[src/rtl/mem_arbiter_pkg.sv]
// Shared encodings and widths for the I/D memory arbiter.
package mem_arbiter_pkg;

  localparam int unsigned addrWidth = 32;
  localparam int unsigned instWidth = 32;

  // rw_flag encodings shared with the cache-to-mem_ctrl link
  localparam logic [1:0] RW_IDLE  = 2'b00;
  localparam logic [1:0] RW_READ  = 2'b01;
  localparam logic [1:0] RW_WRITE = 2'b10;

  typedef enum logic [1:0] {
    IDLE    = 2'b00,
    SERVE_I = 2'b01,
    SERVE_D = 2'b10
  } arb_state_e;

  typedef enum logic {
    PORT_I = 1'b0,
    PORT_D = 1'b1
  } port_e;

endpackage

[src/rtl/mem_arbiter_if.sv]
// Bus bundle for mem_arbiter: requester ports I and D plus the mem_ctrl side.
// master: requesters and mem_ctrl; slave: the arbiter itself.
interface mem_arbiter_if #(
  parameter int unsigned ADDR_W = 32,
  parameter int unsigned DATA_W = 32
);

  logic [1:0]        i_rw_flag;
  logic [ADDR_W-1:0] i_addr;
  logic [1:0]        i_len;
  logic [DATA_W-1:0] i_wdata;
  logic [DATA_W-1:0] i_rdata;
  logic              i_busy;
  logic              i_done;

  logic [1:0]        d_rw_flag;
  logic [ADDR_W-1:0] d_addr;
  logic [1:0]        d_len;
  logic [DATA_W-1:0] d_wdata;
  logic [DATA_W-1:0] d_rdata;
  logic              d_busy;
  logic              d_done;

  logic [1:0]        rw_flag_out;
  logic [ADDR_W-1:0] addr_out;
  logic [1:0]        len_out;
  logic [DATA_W-1:0] wdata_out;
  logic [DATA_W-1:0] read_data;
  logic              mem_busy;
  logic              mem_done;

  modport master (
    output i_rw_flag, i_addr, i_len, i_wdata,
    input  i_rdata, i_busy, i_done,
    output d_rw_flag, d_addr, d_len, d_wdata,
    input  d_rdata, d_busy, d_done,
    input  rw_flag_out, addr_out, len_out, wdata_out,
    output read_data, mem_busy, mem_done
  );

  modport slave (
    input  i_rw_flag, i_addr, i_len, i_wdata,
    output i_rdata, i_busy, i_done,
    input  d_rw_flag, d_addr, d_len, d_wdata,
    output d_rdata, d_busy, d_done,
    output rw_flag_out, addr_out, len_out, wdata_out,
    input  read_data, mem_busy, mem_done
  );

endinterface

[src/rtl/mem_arbiter_arb_req_slot.sv]
// arb_req_slot: single-entry latch for one requester's pending access.
// A capture into an empty slot latches the request; clear empties it.
module arb_req_slot #(
  parameter int unsigned ADDR_W = 32,
  parameter int unsigned DATA_W = 32
) (
  input  logic              clk,
  input  logic              rst,
  input  logic              rdy,
  input  logic              capture,
  input  logic              clear,
  input  logic [1:0]        flag_in,
  input  logic [ADDR_W-1:0] addr_in,
  input  logic [1:0]        len_in,
  input  logic [DATA_W-1:0] wdata_in,
  output logic              valid,
  output logic [1:0]        flag,
  output logic [ADDR_W-1:0] addr,
  output logic [1:0]        len,
  output logic [DATA_W-1:0] wdata
);

  // Hold one request; a pulse while full is dropped.
  always_ff @(negedge clk) begin
    if (rst) begin
      valid <= 1'b0;
      flag  <= '0;
      addr  <= '0;
      len   <= '0;
      wdata <= '0;
    end else if (rdy) begin
      if (clear) begin
        valid <= 1'b0;
      end else if (capture && !valid) begin
        valid <= 1'b1;
        flag  <= flag_in;
        addr  <= addr_in;
        len   <= len_in;
        wdata <= wdata_in;
      end
    end
  end

endmodule

[src/rtl/mem_arbiter.sv]
// mem_arbiter: shares one mem_ctrl port between the I-cache (I) and LSU (D).
// Registers update on negedge clk. Optional macro MEM_ARB_RR_EN selects
// round-robin priority; otherwise D always beats I.
module mem_arbiter
  import mem_arbiter_pkg::*;
#(
  parameter int unsigned ADDR_W = addrWidth,
  parameter int unsigned DATA_W = instWidth
) (
  input logic          clk,
  input logic          rst,
  input logic          rdy,
  mem_arbiter_if.slave bus
);

  arb_state_e state, nxt_state;

  logic              i_cap, d_cap, i_clr, d_clr;
  logic              i_valid, d_valid;
  logic [1:0]        i_flag, d_flag;
  logic [ADDR_W-1:0] i_addr, d_addr;
  logic [1:0]        i_len, d_len;
  logic [DATA_W-1:0] i_wdata, d_wdata;

  logic              i_req, d_req;
  logic [1:0]        i_eflag, d_eflag;
  logic [ADDR_W-1:0] i_eaddr, d_eaddr;
  logic [1:0]        i_elen, d_elen;
  logic [DATA_W-1:0] i_ewdata, d_ewdata;

  logic [1:0]        rw_q, nxt_rw;
  logic [ADDR_W-1:0] addr_q, nxt_addr;
  logic [1:0]        len_q, nxt_len;
  logic [DATA_W-1:0] wdata_q, nxt_wdata;
  logic [DATA_W-1:0] i_rdata_q, nxt_i_rdata, d_rdata_q, nxt_d_rdata;
  logic              i_done_q, nxt_i_done, d_done_q, nxt_d_done;

  logic              prefer_d;
  logic              mem_busy_unused;

  assign mem_busy_unused = bus.mem_busy;

  assign i_cap = (bus.i_rw_flag != RW_IDLE) && !i_valid;
  assign d_cap = (bus.d_rw_flag != RW_IDLE) && !d_valid;

  arb_req_slot #(.ADDR_W(ADDR_W), .DATA_W(DATA_W)) u_slot_i (
    .clk(clk), .rst(rst), .rdy(rdy), .capture(i_cap), .clear(i_clr),
    .flag_in(bus.i_rw_flag), .addr_in(bus.i_addr), .len_in(bus.i_len),
    .wdata_in(bus.i_wdata), .valid(i_valid), .flag(i_flag), .addr(i_addr),
    .len(i_len), .wdata(i_wdata)
  );

  arb_req_slot #(.ADDR_W(ADDR_W), .DATA_W(DATA_W)) u_slot_d (
    .clk(clk), .rst(rst), .rdy(rdy), .capture(d_cap), .clear(d_clr),
    .flag_in(bus.d_rw_flag), .addr_in(bus.d_addr), .len_in(bus.d_len),
    .wdata_in(bus.d_wdata), .valid(d_valid), .flag(d_flag), .addr(d_addr),
    .len(d_len), .wdata(d_wdata)
  );

  // A request captured this edge is bypassed straight to the issue mux so an
  // idle arbiter issues at the capture edge rather than one edge later.
  assign i_req    = i_valid | i_cap;
  assign d_req    = d_valid | d_cap;
  assign i_eflag  = i_cap ? bus.i_rw_flag : i_flag;
  assign d_eflag  = d_cap ? bus.d_rw_flag : d_flag;
  assign i_eaddr  = i_cap ? bus.i_addr    : i_addr;
  assign d_eaddr  = d_cap ? bus.d_addr    : d_addr;
  assign i_elen   = i_cap ? bus.i_len     : i_len;
  assign d_elen   = d_cap ? bus.d_len     : d_len;
  assign i_ewdata = i_cap ? bus.i_wdata   : i_wdata;
  assign d_ewdata = d_cap ? bus.d_wdata   : d_wdata;

`ifdef MEM_ARB_RR_EN
  port_e last_grant, nxt_last_grant;
  assign prefer_d = (last_grant == PORT_I);
`else
  assign prefer_d = 1'b1;
`endif

  // Next-state, issue and completion decode.
  always_comb begin
    nxt_state   = state;
    nxt_rw      = RW_IDLE;
    nxt_addr    = addr_q;
    nxt_len     = len_q;
    nxt_wdata   = wdata_q;
    nxt_i_rdata = i_rdata_q;
    nxt_d_rdata = d_rdata_q;
    nxt_i_done  = 1'b0;
    nxt_d_done  = 1'b0;
    i_clr       = 1'b0;
    d_clr       = 1'b0;
`ifdef MEM_ARB_RR_EN
    nxt_last_grant = last_grant;
`endif
    case (state)
      IDLE: begin
        if (d_req && (prefer_d || !i_req)) begin
          nxt_rw    = d_eflag;
          nxt_addr  = d_eaddr;
          nxt_len   = d_elen;
          nxt_wdata = d_ewdata;
          nxt_state = SERVE_D;
`ifdef MEM_ARB_RR_EN
          nxt_last_grant = PORT_D;
`endif
        end else if (i_req) begin
          nxt_rw    = i_eflag;
          nxt_addr  = i_eaddr;
          nxt_len   = i_elen;
          nxt_wdata = i_ewdata;
          nxt_state = SERVE_I;
`ifdef MEM_ARB_RR_EN
          nxt_last_grant = PORT_I;
`endif
        end
      end
      SERVE_I: begin
        if (bus.mem_done) begin
          nxt_i_rdata = bus.read_data;
          nxt_i_done  = 1'b1;
          i_clr       = 1'b1;
          nxt_state   = IDLE;
        end
      end
      SERVE_D: begin
        if (bus.mem_done) begin
          nxt_d_rdata = bus.read_data;
          nxt_d_done  = 1'b1;
          d_clr       = 1'b1;
          nxt_state   = IDLE;
        end
      end
      default: nxt_state = IDLE;
    endcase
  end

  // State register (and grant history when round-robin is built in).
  always_ff @(negedge clk) begin
    if (rst) begin
      state <= IDLE;
`ifdef MEM_ARB_RR_EN
      last_grant <= PORT_I;
`endif
    end else if (rdy) begin
      state <= nxt_state;
`ifdef MEM_ARB_RR_EN
      last_grant <= nxt_last_grant;
`endif
    end
  end

  // Registered outputs toward mem_ctrl and back to the requesters.
  always_ff @(negedge clk) begin
    if (rst) begin
      rw_q      <= '0;
      addr_q    <= '0;
      len_q     <= '0;
      wdata_q   <= '0;
      i_rdata_q <= '0;
      d_rdata_q <= '0;
      i_done_q  <= 1'b0;
      d_done_q  <= 1'b0;
    end else if (rdy) begin
      rw_q      <= nxt_rw;
      addr_q    <= nxt_addr;
      len_q     <= nxt_len;
      wdata_q   <= nxt_wdata;
      i_rdata_q <= nxt_i_rdata;
      d_rdata_q <= nxt_d_rdata;
      i_done_q  <= nxt_i_done;
      d_done_q  <= nxt_d_done;
    end
  end

  assign bus.rw_flag_out = rw_q;
  assign bus.addr_out    = addr_q;
  assign bus.len_out     = len_q;
  assign bus.wdata_out   = wdata_q;
  assign bus.i_rdata     = i_rdata_q;
  assign bus.d_rdata     = d_rdata_q;
  assign bus.i_done      = i_done_q;
  assign bus.d_done      = d_done_q;
  assign bus.i_busy      = i_valid;
  assign bus.d_busy      = d_valid;

endmodule

[src/flat_wrapper.sv]
// flat-port wrapper written by rule: the top's interface ports become plain ports
module mem_arbiter_flat import mem_arbiter_pkg::*;
#(
  parameter int unsigned ADDR_W = addrWidth,
  parameter int unsigned DATA_W = instWidth
)
  (clk, rst, rdy, bus_i_rw_flag, bus_i_addr, bus_i_len, bus_i_wdata, bus_i_rdata, bus_i_busy, bus_i_done, bus_d_rw_flag, bus_d_addr, bus_d_len, bus_d_wdata, bus_d_rdata, bus_d_busy, bus_d_done, bus_rw_flag_out, bus_addr_out, bus_len_out, bus_wdata_out, bus_read_data, bus_mem_busy, bus_mem_done);
  mem_arbiter_if #(.ADDR_W(ADDR_W), .DATA_W(DATA_W)) bus_i ();
  input logic clk;
  input logic rst;
  input logic rdy;
  input wire logic [$bits(bus_i.i_rw_flag)-1:0] bus_i_rw_flag;
  input wire logic [$bits(bus_i.i_addr)-1:0] bus_i_addr;
  input wire logic [$bits(bus_i.i_len)-1:0] bus_i_len;
  input wire logic [$bits(bus_i.i_wdata)-1:0] bus_i_wdata;
  output wire logic [$bits(bus_i.i_rdata)-1:0] bus_i_rdata;
  output wire logic [$bits(bus_i.i_busy)-1:0] bus_i_busy;
  output wire logic [$bits(bus_i.i_done)-1:0] bus_i_done;
  input wire logic [$bits(bus_i.d_rw_flag)-1:0] bus_d_rw_flag;
  input wire logic [$bits(bus_i.d_addr)-1:0] bus_d_addr;
  input wire logic [$bits(bus_i.d_len)-1:0] bus_d_len;
  input wire logic [$bits(bus_i.d_wdata)-1:0] bus_d_wdata;
  output wire logic [$bits(bus_i.d_rdata)-1:0] bus_d_rdata;
  output wire logic [$bits(bus_i.d_busy)-1:0] bus_d_busy;
  output wire logic [$bits(bus_i.d_done)-1:0] bus_d_done;
  output wire logic [$bits(bus_i.rw_flag_out)-1:0] bus_rw_flag_out;
  output wire logic [$bits(bus_i.addr_out)-1:0] bus_addr_out;
  output wire logic [$bits(bus_i.len_out)-1:0] bus_len_out;
  output wire logic [$bits(bus_i.wdata_out)-1:0] bus_wdata_out;
  input wire logic [$bits(bus_i.read_data)-1:0] bus_read_data;
  input wire logic [$bits(bus_i.mem_busy)-1:0] bus_mem_busy;
  input wire logic [$bits(bus_i.mem_done)-1:0] bus_mem_done;
  assign bus_i.i_rw_flag = bus_i_rw_flag;
  assign bus_i.i_addr = bus_i_addr;
  assign bus_i.i_len = bus_i_len;
  assign bus_i.i_wdata = bus_i_wdata;
  assign bus_i_rdata = bus_i.i_rdata;
  assign bus_i_busy = bus_i.i_busy;
  assign bus_i_done = bus_i.i_done;
  assign bus_i.d_rw_flag = bus_d_rw_flag;
  assign bus_i.d_addr = bus_d_addr;
  assign bus_i.d_len = bus_d_len;
  assign bus_i.d_wdata = bus_d_wdata;
  assign bus_d_rdata = bus_i.d_rdata;
  assign bus_d_busy = bus_i.d_busy;
  assign bus_d_done = bus_i.d_done;
  assign bus_rw_flag_out = bus_i.rw_flag_out;
  assign bus_addr_out = bus_i.addr_out;
  assign bus_len_out = bus_i.len_out;
  assign bus_wdata_out = bus_i.wdata_out;
  assign bus_i.read_data = bus_read_data;
  assign bus_i.mem_busy = bus_mem_busy;
  assign bus_i.mem_done = bus_mem_done;
  mem_arbiter #(.ADDR_W(ADDR_W), .DATA_W(DATA_W)) u_core (.clk(clk), .rst(rst), .rdy(rdy), .bus(bus_i));
endmodule
[config.mk]
export PLATFORM = sky130hd
export DESIGN_NAME = mem_arbiter_flat
export DESIGN_NICKNAME = d
export VERILOG_FILES = /design/src/rtl/mem_arbiter_pkg.sv /design/src/rtl/mem_arbiter_if.sv /design/src/rtl/mem_arbiter_arb_req_slot.sv /design/src/rtl/mem_arbiter.sv /design/src/flat_wrapper.sv
export SDC_FILE = /design/constraint.sdc
export NUM_CORES = 1
export LEC_CHECK = 0
export CELL_PAD_IN_SITES_DETAIL_PLACEMENT = 1
export CELL_PAD_IN_SITES_GLOBAL_PLACEMENT = 2
export CORE_AREA = 4 4 237 239
export CTS_BUF_LIST = sky130_fd_sc_hd__clkbuf_4 sky130_fd_sc_hd__clkbuf_8
export DETAILED_ROUTE_END_ITERATION = 12
export DIE_AREA = 0 0 241 243
export HOLD_SLACK_MARGIN = 0.03
export PLACE_DENSITY_LB_ADDON = 0.1
export REMOVE_ABC_BUFFERS = 1
export SLEW_MARGIN = 20
export SYNTH_ARGS = -nofsm -noshare
export SYNTH_HDL_FRONTEND = slang
export SYNTH_SLANG_ARGS = --single-unit
[constraint.sdc]
create_clock -name clk -period 1.68 [get_ports clk]
set_clock_uncertainty 0.2 [all_clocks]
set_input_delay 0.504 -clock clk [delete_from_list [all_inputs] [get_ports clk]]
set_output_delay 0.504 -clock clk [all_outputs]
set_load 0.03 [all_outputs]
## Yosys cells after proc, flatten, opt, wreduce, memory -nomap -nowiden

Index checks and enable logic that the tools add are counted.

- Flip-flop bits (word level): 274
- Input bits: 173
- Logic and storage cells: 76

- Equal/unequal tests: 4
- Muxes and demuxes: 28
- Bitwise gates (word level): 4
- Reduce and logical (&&, ||, !) cells: 21

Operators by type and width:

| cell | number |
|---|---|
| $mux 32 | 8 |
| $mux 2 | 12 |
| $reduce_and 3->1 | 6 |
| $reduce_bool 2->1 | 5 |
| $mux 1 | 7 |
| $logic_and 1x1->1 | 4 |
| $pmux 2 s2 | 1 |
| $reduce_and 2->1 | 2 |
| $ne 3x1->1 const B | 1 |
| $eq 2x1->1 const B | 1 |
| $eq 2x2->1 const B | 1 |
| $logic_not 1->1 | 2 |
| $logic_not 2->1 | 1 |
| $ne 2x1->1 const B | 1 |
| $not 1->1 | 2 |
| $or 1x1->1 | 2 |
| $reduce_or 2->1 | 1 |

## Longest topological paths before layout

Gate-level depths: netlist of the first run.

- Depth after elaboration: 6
- Gate-level depth with buffers: 8

## By module

From an unflattened synthesis of the first run, not the netlist that was laid out.

- Cells, all modules: 1568
- Area, all modules: 14386.3 sq um

Modules (own cells, without submodules):

| module | instances | cells an instance | area an instance (sq um) |
|---|---|---|---|
| mem_arbiter | 1 | 968 | 8220.4 |
| arb_req_slot | 2 | 300 | 3083.0 |

==> results of run 1 <==
[routing by layer]
layer,global-route usage (%),vias to the layer above,part of all wire (%)
li1,-,7830,-
met1,30.0,8865,42
met2,39.3,639,49
met3,7.55,181,6.1
met4,10.5,6,3.3
met5,0,-,0.040
[sequential cells by signal (all words and copies together) (netlist names)]
signal	count
u_core.state	2
u_core.u_slot_d.len	2
u_core.bus.addr_out	32
u_core.bus.wdata_out	32
u_core.u_slot_i.addr	32
u_core.bus.i_rdata	32
u_core.bus.len_out	2
u_core.u_slot_i.flag	2
u_core.bus.d_done	1
u_core.u_slot_i.valid	1
u_core.u_slot_d.valid	1
u_core.bus.d_rdata	32
u_core.u_slot_d.addr	32
u_core.u_slot_i.len	2
u_core.u_slot_d.flag	2
u_core.u_slot_d.wdata	32
u_core.u_slot_i.wdata	32
u_core.bus.i_done	1
u_core.bus.rw_flag_out	2
[cell usage in the layout, fill, tap and decap left out, drive strengths merged, types with 3 or more instances in the layout]
cell type and count:
clkinvlp 15, ha 3, dfxtp 274, nor3 5, nand3 138, nand2 130, diode 3, mux2i 68
clkdlybuf4s50 164, inv 302, nor2 5, nor4b 132, buf 527, a21oi 205, a22oi 66, o311ai 66
clkbuf 88, a21o 67, o21ai 140, bufinv 6, a31oi 67
[synthesized netlist by cell type, types with 6 or more instances]
library cell	number
buf_6	11
a21oi_1	204
o311ai_1	30
buf_1	15
buf_2	43
o21ai_1	6
nand2_1	130
dfxtp_1	274
nor4b_1	132
nand3_1	138
o311ai_0	36
inv_1	6
a22oi_1	66
o21ai_0	134
a21o_1	67
a31oi_1	67
clkbuf_1	136
mux2i_1	68
[worst min path at each step]
stage | endpoint | slack, ns
2_1_floorplan | u_core.u_slot_i.addr[0] | 0.24
3_3_place_gp | u_core.bus.d_rdata[11] | 0.24
3_5_place_dp | u_core.bus.d_rdata[27] | 0.25
4_1_cts | u_core.u_slot_i.wdata[1] | 0.26
5_1_grt | u_core.u_slot_d.flag[0] | 0.27
6_report | u_core.u_slot_i.wdata[1] | 0.25
[what timing repair did]
action                                  4_1_cts  5_1_grt
setup buffers                                71       75
gates resized for setup                     721      619
cloned                                       44       38
endpoints found under the setup margin      410      410
pin swaps                                   119      254
[through the flow]
stage                     utilization (%)  cell area [µm²]  total power (W)  hold WS (ns)
after floorplan                         -            12500           0.0103         0.242
final                                53.3            28700           0.0261         0.255
after global routing                 53.3            28700           0.0275         0.269
after global placement               34.4            18500           0.0131         0.244
after CTS                            47.1            25300           0.0250         0.255
after detailed placement             34.4            18500           0.0132         0.250
[cells by family (layout without fill, tap and decap cells)]
kind of cell | after synthesis | count (layout) | synth area share (%)
AOI/OAI and AO/OA | 622 | 622 | 28.5
and+or+nand+nor | 419 | 419 | 18.2
DFF | 274 | 274 | 40.8
buffers and inverters | 215 | 1103 | 7.10
muxes | 68 | 68 | 5.07
adders and majority gates | 3 | 3 | 0.280
other | 0 | 3 | 0
[tightest hold or removal path, delay by kind of cell (launching register included)]
family | cells | cell delay (ns)
AOI/OAI and AO/OA | 2 | 0.10
DFF | 1 | 0.31
[layout make-up]
type                       instances  area (µm²)  share of cell area [%]
tap                              696         871                    3.03
sequential                       274        5700                    19.9
clock buffer                      59         812                    2.83
inverter                           5        18.8                  0.0654
clock inverter                   318        1380                    4.80
timing repair buffer             721        9060                    31.6
antenna                            3        7.51                  0.0262
multi-input combinational       1112       10800                    37.8
[report_power, final]
group	internal, W	total (W)	switching (W)
sequential	0.00704	0.00743	0.000392
combinational	0.00389	0.00821	0.00432
clock	0.00504	0.0104	0.00537
total	0.0160	0.0261	0.0101
==> results.cfg, run 1 <==
[routing]
num_vias = 17521
firstDrtPassIters = 5
drt_iter0_drc = 859
viasPerCell = 5.50
drc = 0
wl_um = 84700
routedWlPerCell_um = 26.6
detail-route-antenna-nets = 0

[logic_synthesis]
netlist_area_um2 = 13400
ys_seq_elements = 274
synthArstFlopShare_pct = 0
yosys_warnings = 0
synthDistinctLibCells = 39
synth_ff_type = dfxtp_1
synth_cells = 1601
synth_top_cell_by_area = dfxtp_1
synth_top_cell_area_share_pct = 40.8
avgSynthCellArea_um2 = 8.39
yosysSeqAreaShare_pct = 40.8
synth_edf_count = 0
synth.area.top_cells = dfxtp_1, nor4b_1, a21oi_1

[setup_path]
critPathMaxStageDelay_ns = 0.41
crit_path_end = bus_d_busy
path_buf_inv = 1
crit_type = reg2out
crit_slowest_cell = dfxtp_4
crit_fanout = 2
worstPathArrival_ns = 2.06
timing.rr.start = u_core.u_slot_d.valid
rrSetupSlack_ns = -0.64
worstPathCellList = buf_6
r2r_end = u_core.bus.wdata_out[13]
path_depth = 1
cp-start-kind = flop
reg2reg_depth = 9
critPathCaptureType = primary output
crit_path_start = u_core.u_slot_d.valid
cpLargestDelayFamily = flip-flops
worstPathRequired_ns = 0.98

[floorplan]
top_level_ports = 309
die_h_um = 243
dieWidth_um = 241
rows = 85
die-area_um2 = 58600
initial_core_util_pct = 25.0
core_area_um2 = 53800

[placement]
io_buffers = 307
dp.cells = 2606
place_worst_setup_slack_ns = -1.54
place.gp.congestion = 0.745
dpl.hpwl_um = 41000

[min_path]
worst_hold_startpoint = u_core.u_slot_i.wdata[1]
worstHoldPathCells = 2
hp-class = reg2reg

[pwr]
cellPowerDensity_nw_per_um2 = 908
leakagePower_nw = 11.9
vdd_drop_max_v = 0.000559

[sta]
final-setup-viol-count = 410
finalHoldViolations = 0
slew_headroom_pct = 57.3
finalMaxSlewViolations = 0
rsz0062_at_grt = yes
worstMarginPinSlew_ns = 0.641
fin_setup_tns_ns = -248.67
setup_ws_ns = -1.09

[cts]
numCtsBuffers = 59
insertion_delay_ns = 0.66
cts_tree = built
clock_path_buffers = 3
hold_buffers = 0
clock-sinks = 274
root_buffer = clkbuf_8
htree_levels = 2
clkTransAtPathRegs_ns = 0.05

[global_routing]
grt_pass1_vias = 18469
grt_pass1_wl_um = 111000
antenna_found_initial = 5
grt_usage_pct = 24.4
grt_max_degree = 58
grt_overflow_total = 0

[layout]
instances_no_fill = 3188
drive_gt1_share_pct = 53.1
fillers = 5716
nets = 2623
syn_to_final_growth_pct = 114

[outcome]
violations = negative setup slack
status = complete, but fails checks

[run]
max_cap_viol_count = 0
Power figures use the tool's default switching activity.
==> run 2, diff against run 1 <==
--- a/config.mk
+++ b/config.mk
@@ -5,15 +5,15 @@
 export SDC_FILE = /design/constraint.sdc
 export NUM_CORES = 1
 export LEC_CHECK = 0
+export CAP_MARGIN = 20
 export CELL_PAD_IN_SITES_DETAIL_PLACEMENT = 1
 export CELL_PAD_IN_SITES_GLOBAL_PLACEMENT = 2
-export CORE_AREA = 4 4 237 239
+export CORE_AREA = 4 4 195 291
 export CTS_BUF_LIST = sky130_fd_sc_hd__clkbuf_4 sky130_fd_sc_hd__clkbuf_8
 export DETAILED_ROUTE_END_ITERATION = 12
-export DIE_AREA = 0 0 241 243
+export DIE_AREA = 0 0 199 295
 export HOLD_SLACK_MARGIN = 0.03
 export PLACE_DENSITY_LB_ADDON = 0.1
-export REMOVE_ABC_BUFFERS = 1
 export SLEW_MARGIN = 20
 export SYNTH_ARGS = -nofsm -noshare
 export SYNTH_HDL_FRONTEND = slang
==> run 2 against run 1 <==
Against the previous run: the flow still finishes with violations (negative setup slack); design area rose by 0.93%; worst setup slack improved by 0.033 ns; critical path depth did not move; combinational power rose by 1%; sequential cell count did not move; first-iteration DRC count fell by 2.0%; final cell count fell by 0.75%; core utilization rose by 0.44 points; via count rose by 0.27%; non-clock buffer count fell by 7; clock power fell by 9%; global-route usage rose by 3.1 points; largest cell class unchanged; highest routed layer unchanged.
==> results.cfg, run 2 (synthesized netlist as in run 1, its figures left out) <==
[logic_synthesis]
syn_nets = 1777

[routing]
wl_um = 87800
drc = 0
detail-route-antenna-nets = 0
num_vias = 17569
firstDrtPassIters = 5
drt_iter0_drc = 842
viasPerCell = 5.55
routedWlPerCell_um = 27.8

[floorplan]
initial_core_util_pct = 24.9
dieWidth_um = 199
die_h_um = 295
top_level_ports = 309
rows = 104
die-area_um2 = 58700
core_area_um2 = 53900

[setup_path]
crit_fanout = 2
crit_slowest_cell = dfxtp_4
cpLargestDelayFamily = flip-flops
critPathCaptureType = primary output
worstPathArrival_ns = 2.03
cp-start-kind = flop
worstPathRequired_ns = 0.98
path_buf_inv = 1
crit_type = reg2out
critPathMaxStageDelay_ns = 0.36
worstPathCellList = buf_6
rrSetupSlack_ns = -0.41

[placement]
dp.cells = 2600
dpl.hpwl_um = 43400
io_buffers = 307
place.gp.congestion = 0.743

[layout]
instances_no_fill = 3164
nets = 2614
drive_gt1_share_pct = 53.7
layout_common_cells = inv_1, buf_4, clkdlybuf4s50_1
layout_commonest_cell = inv_1
syn_to_final_growth_pct = 116
fin_util_pct = 53.8

[cts]
root_buffer = clkbuf_8
clock_path_buffers = 3
cts_tree = built
clkTransAtPathRegs_ns = 0.05
clock-sinks = 274
numCtsBuffers = 54
hold_buffers = 0
insertion_delay_ns = 0.67
htree_levels = 2

[global_routing]
grt_pass1_wl_um = 122000
grt_usage_pct = 27.5
grt_pass1_vias = 19409
antenna_found_initial = 5
grt_max_degree = 75
grt_overflow_total = 0

[sta]
finalMaxSlewViolations = 0
fin_hold_ws_ns = 0.252
slew_headroom_pct = 58.9
fin_setup_tns_ns = -253.97
setup_ws_ns = -1.05
worstMarginPinSlew_ns = 0.617
rsz0062_at_grt = yes
finalHoldViolations = 0
final-setup-viol-count = 410

[pwr]
leakagePower_nw = 11.7
cellPowerDensity_nw_per_um2 = 869
total_power_w = 0.0252
vdd_drop_max_v = 0.000525

[run]
max_cap_viol_count = 0

[outcome]
violations = negative setup slack
status = complete, but fails checks

[min_path]
hp-class = reg2reg
[run 2: cell types whose count changed in the layout (fill, tap and decap cells not counted), moves of 29 or more]
cell	previous run	this run
nor4b_1	73	106
dfxtp_2	119	0
buf_12	95	127
buf_4	208	175
nand3_1	58	29
nor4b_2	55	26
nand2_1	76	46
dfxtp_4	17	136
[run 2: worst paths after layout]
check | from | to | cells past startpoint
min reg2reg | u_core.u_slot_i.addr[1] | u_core.u_slot_i.addr[1] | 2
max reg2reg | u_core.u_slot_i.valid | u_core.bus.wdata_out[18] | 7
max | u_core.bus.i_rdata[16] | bus_i_rdata[16] | 1
min | u_core.u_slot_i.addr[1] | u_core.u_slot_i.addr[1] | 2
[run 2: layout make-up]
cell class / count / area, µm²
inverter: 5 / 21.3
fill: 5739 / 24900
multi-input combinational: 1115 / 10600
tap: 689 / 862
clock inverter: 311 / 1250
antenna: 2 / 5.00
sequential: 274 / 6000
timing repair buffer: 714 / 9470
clock buffer: 54 / 743
[run 2: what timing repair did]
action	in CTS	in global routing
resized for setup	576	435
setup endpoints to repair	410	410
setup buffers	91	58
gates cloned	80	7
pin swaps	293	232
[run 2: through the flow]
| step | setup slack [ns] | cell area [µm²] |
|---|---|---|
| after global routing | -1.10 | 29000 |
| final | -1.05 | 29000 |
| after floorplan | -0.939 | 14900 |
| after detailed placement | -1.55 | 19600 |
| after global placement | -1.51 | 19600 |
| after CTS | -1.07 | 27200 |
[run 2: routing by layer]
metal  track usage, %  share of wire (%)  up-vias
met4             12.0                3.6        4
met5                0              0.027        -
met3             6.90                5.2      178
met1             30.7                 38     8939
met2             49.1                 53      621
li1                 -                  -     7827
[run 2: power breakdown]
part	leakage (nW)	switching, W	total (W)	internal [W]
clock	2.03	0.00533	0.00949	0.00416
sequential	2.34	0.000404	0.00735	0.00694
combinational	7.34	0.00429	0.00833	0.00403
total	11.7	0.0100	0.0252	0.0151
==> run 3, diff against run 2 <==
--- a/config.mk
+++ b/config.mk
@@ -8,10 +8,12 @@
 export CAP_MARGIN = 20
 export CELL_PAD_IN_SITES_DETAIL_PLACEMENT = 1
 export CELL_PAD_IN_SITES_GLOBAL_PLACEMENT = 2
-export CORE_AREA = 4 4 195 291
+export CORE_AREA = 2 2 193 289
 export CTS_BUF_LIST = sky130_fd_sc_hd__clkbuf_4 sky130_fd_sc_hd__clkbuf_8
+export CTS_CLUSTER_SIZE = 25
 export DETAILED_ROUTE_END_ITERATION = 12
-export DIE_AREA = 0 0 199 295
+export DIE_AREA = 0 0 195 291
+export GPL_TIMING_DRIVEN = 0
 export HOLD_SLACK_MARGIN = 0.03
 export PLACE_DENSITY_LB_ADDON = 0.1
 export SLEW_MARGIN = 20
==> run 3 against run 2 <==
Against the previous run: total power fell by 5.5%; non-clock buffer count decreased by 18; largest power group unchanged; critical path depth is the same; register-to-register slack got worse by 0.09 ns; routed wire length decreased by 7.7%; sequential share of layout area grew 1.1 points; critical endpoint is now bus_rw_flag_out[0]; via count is 2.6% lower; critical path type unchanged; design area fell by 5.2%; final cell count is 0.66% lower; combinational power shrank 9.7%; first-iteration DRC count down 23%; the flow still finishes with violations (negative setup slack).
==> results.cfg, run 3 (synthesized netlist as in run 1, its figures left out) <==
[setup_path]
critPathCaptureType = primary output
cpLargestDelayFamily = flip-flops
path_buf_inv = 1
cp-start-kind = flop
critPathMaxStageDelay_ns = 0.38
crit_fanout = 2
crit_slowest_cell = dfxtp_4
crit_type = reg2out
worstPathCellList = buf_6
worstPathRequired_ns = 0.98
worstPathArrival_ns = 1.99

[cts]
clkTransAtPathRegs_ns = 0.05
clock_path_buffers = 3
htree_levels = 2
cts_tree = built
root_buffer = clkbuf_8
numCtsBuffers = 52
hold_buffers = 0
clock-sinks = 274
insertion_delay_ns = 0.67

[routing]
drt_iter0_drc = 647
routedWlPerCell_um = 25.8
drc = 0
wl_um = 81000
viasPerCell = 5.44
num_vias = 17106
firstDrtPassIters = 8
detail-route-antenna-nets = 0

[pwr]
cellPowerDensity_nw_per_um2 = 866
total_power_w = 0.0238
leakagePower_nw = 11.1
vdd_drop_max_v = 0.000471

[floorplan]
rows = 105
dieWidth_um = 195
die-area_um2 = 56700
top_level_ports = 309
die_h_um = 291
core_area_um2 = 54400
initial_core_util_pct = 24.7

[run]
max_cap_viol_count = 0

[min_path]
hp-class = reg2reg

[global_routing]
antenna_found_initial = 2
grt_overflow_total = 0
grt_pass1_wl_um = 113000
grt_usage_pct = 26.0
grt_max_degree = 14
grt_pass1_vias = 18524

[layout]
nets = 2592
layout_common_cells = inv_1, clkdlybuf4s50_1, buf_6
fillers = 5927
layout_commonest_cell = inv_1
syn_to_final_growth_pct = 105
instances_no_fill = 3143
drive_gt1_share_pct = 47.7

[placement]
dp.cells = 2602
io_buffers = 306
dpl.hpwl_um = 51400
place.gp.congestion = 0.800

[sta]
finalHoldViolations = 0
final-setup-viol-count = 410
setup_ws_ns = -1.02
rsz0062_at_grt = yes
worstMarginPinSlew_ns = 0.763
slew_headroom_pct = 49.1
finalMaxSlewViolations = 0

[logic_synthesis]
syn_nets = 1777

[outcome]
status = complete, but fails checks
violations = negative setup slack
run 3: changes by cell type in the layout (fill, tap and decap cells not counted), moves of 33 or more:
cell / change
buf_12: -64
buf_16: -46
buf_4: -66
clkbuf_16: +42
clkbuf_2: +47
nand2_1: +60
nand2_2: -33
nand3_2: -39
o21ai_1: +53
o21ai_2: -45
run 3: final cells by class:
| cell class | count | area (µm²) | share of cell area [%] |
|---|---|---|---|
| clock inverter | 307 | 1200 | 4.37 |
| antenna | 1 | 2.50 | 0.00911 |
| multi-input combinational | 1113 | 10300 | 37.5 |
| tap | 695 | 870 | 3.17 |
| timing repair buffer | 498 | 5910 | 21.5 |
| buffer | 198 | 2450 | 8.92 |
| clock buffer | 52 | 716 | 2.61 |
| sequential | 274 | 6000 | 21.8 |
| inverter | 5 | 22.5 | 0.0820 |
run 3: worst paths after layout:
path / end / from / depth (start not counted) / slack, ns
hold reg to reg: u_core.u_slot_i.addr[14] / u_core.u_slot_i.addr[14] / 2 / 0.26
setup / recovery: bus_rw_flag_out[0] / u_core.bus.rw_flag_out[0] / 1 / -1.02
hold / removal: u_core.u_slot_i.addr[14] / u_core.u_slot_i.addr[14] / 2 / 0.26
setup reg to reg: u_core.bus.addr_out[9] / u_core.state[0] / 8 / -0.50
run 3: layer usage:
metal | GRT usage (%) | up-vias | part of all wire, %
met5 | 0 | - | 0.014
met4 | 12.0 | 2 | 4.2
met3 | 5.99 | 196 | 4.7
met2 | 47.8 | 582 | 53
met1 | 28.0 | 8595 | 38
li1 | - | 7731 | -
run 3: report_power, final:
group | internal, W | leakage [nW] | total [W] | switching [W]
sequential | 0.00694 | 2.34 | 0.00730 | 0.000358
combinational | 0.00350 | 6.77 | 0.00752 | 0.00402
clock | 0.00388 | 1.95 | 0.00897 | 0.00510
total | 0.0143 | 11.1 | 0.0238 | 0.00948
run 3: through the flow:
stage | utilization (%) | worst slack (ns) | TNS [ns] | hold slack (ns) | cell area [µm²]
final | 50.5 | -1.02 | -247.60 | 0.257 | 27500
after global routing | 50.5 | -1.06 | -253.55 | 0.273 | 27500
after CTS | 44.3 | -1.05 | -243.72 | 0.258 | 24100
after detailed placement | 34.6 | -2.43 | -637.23 | 0.264 | 18800
after global placement | 34.6 | -2.44 | -631.77 | 0.257 | 18800
after floorplan | - | -0.939 | -232.99 | 0.250 | 14900
run 3: repair_timing:
item / in CTS / in global routing
pin swaps: 58 / 140
resized for setup: 1403 / 560
buffers inserted: 102 / 55
gates cloned: 16 / 26
endpoints found under the setup margin: 410 / 410
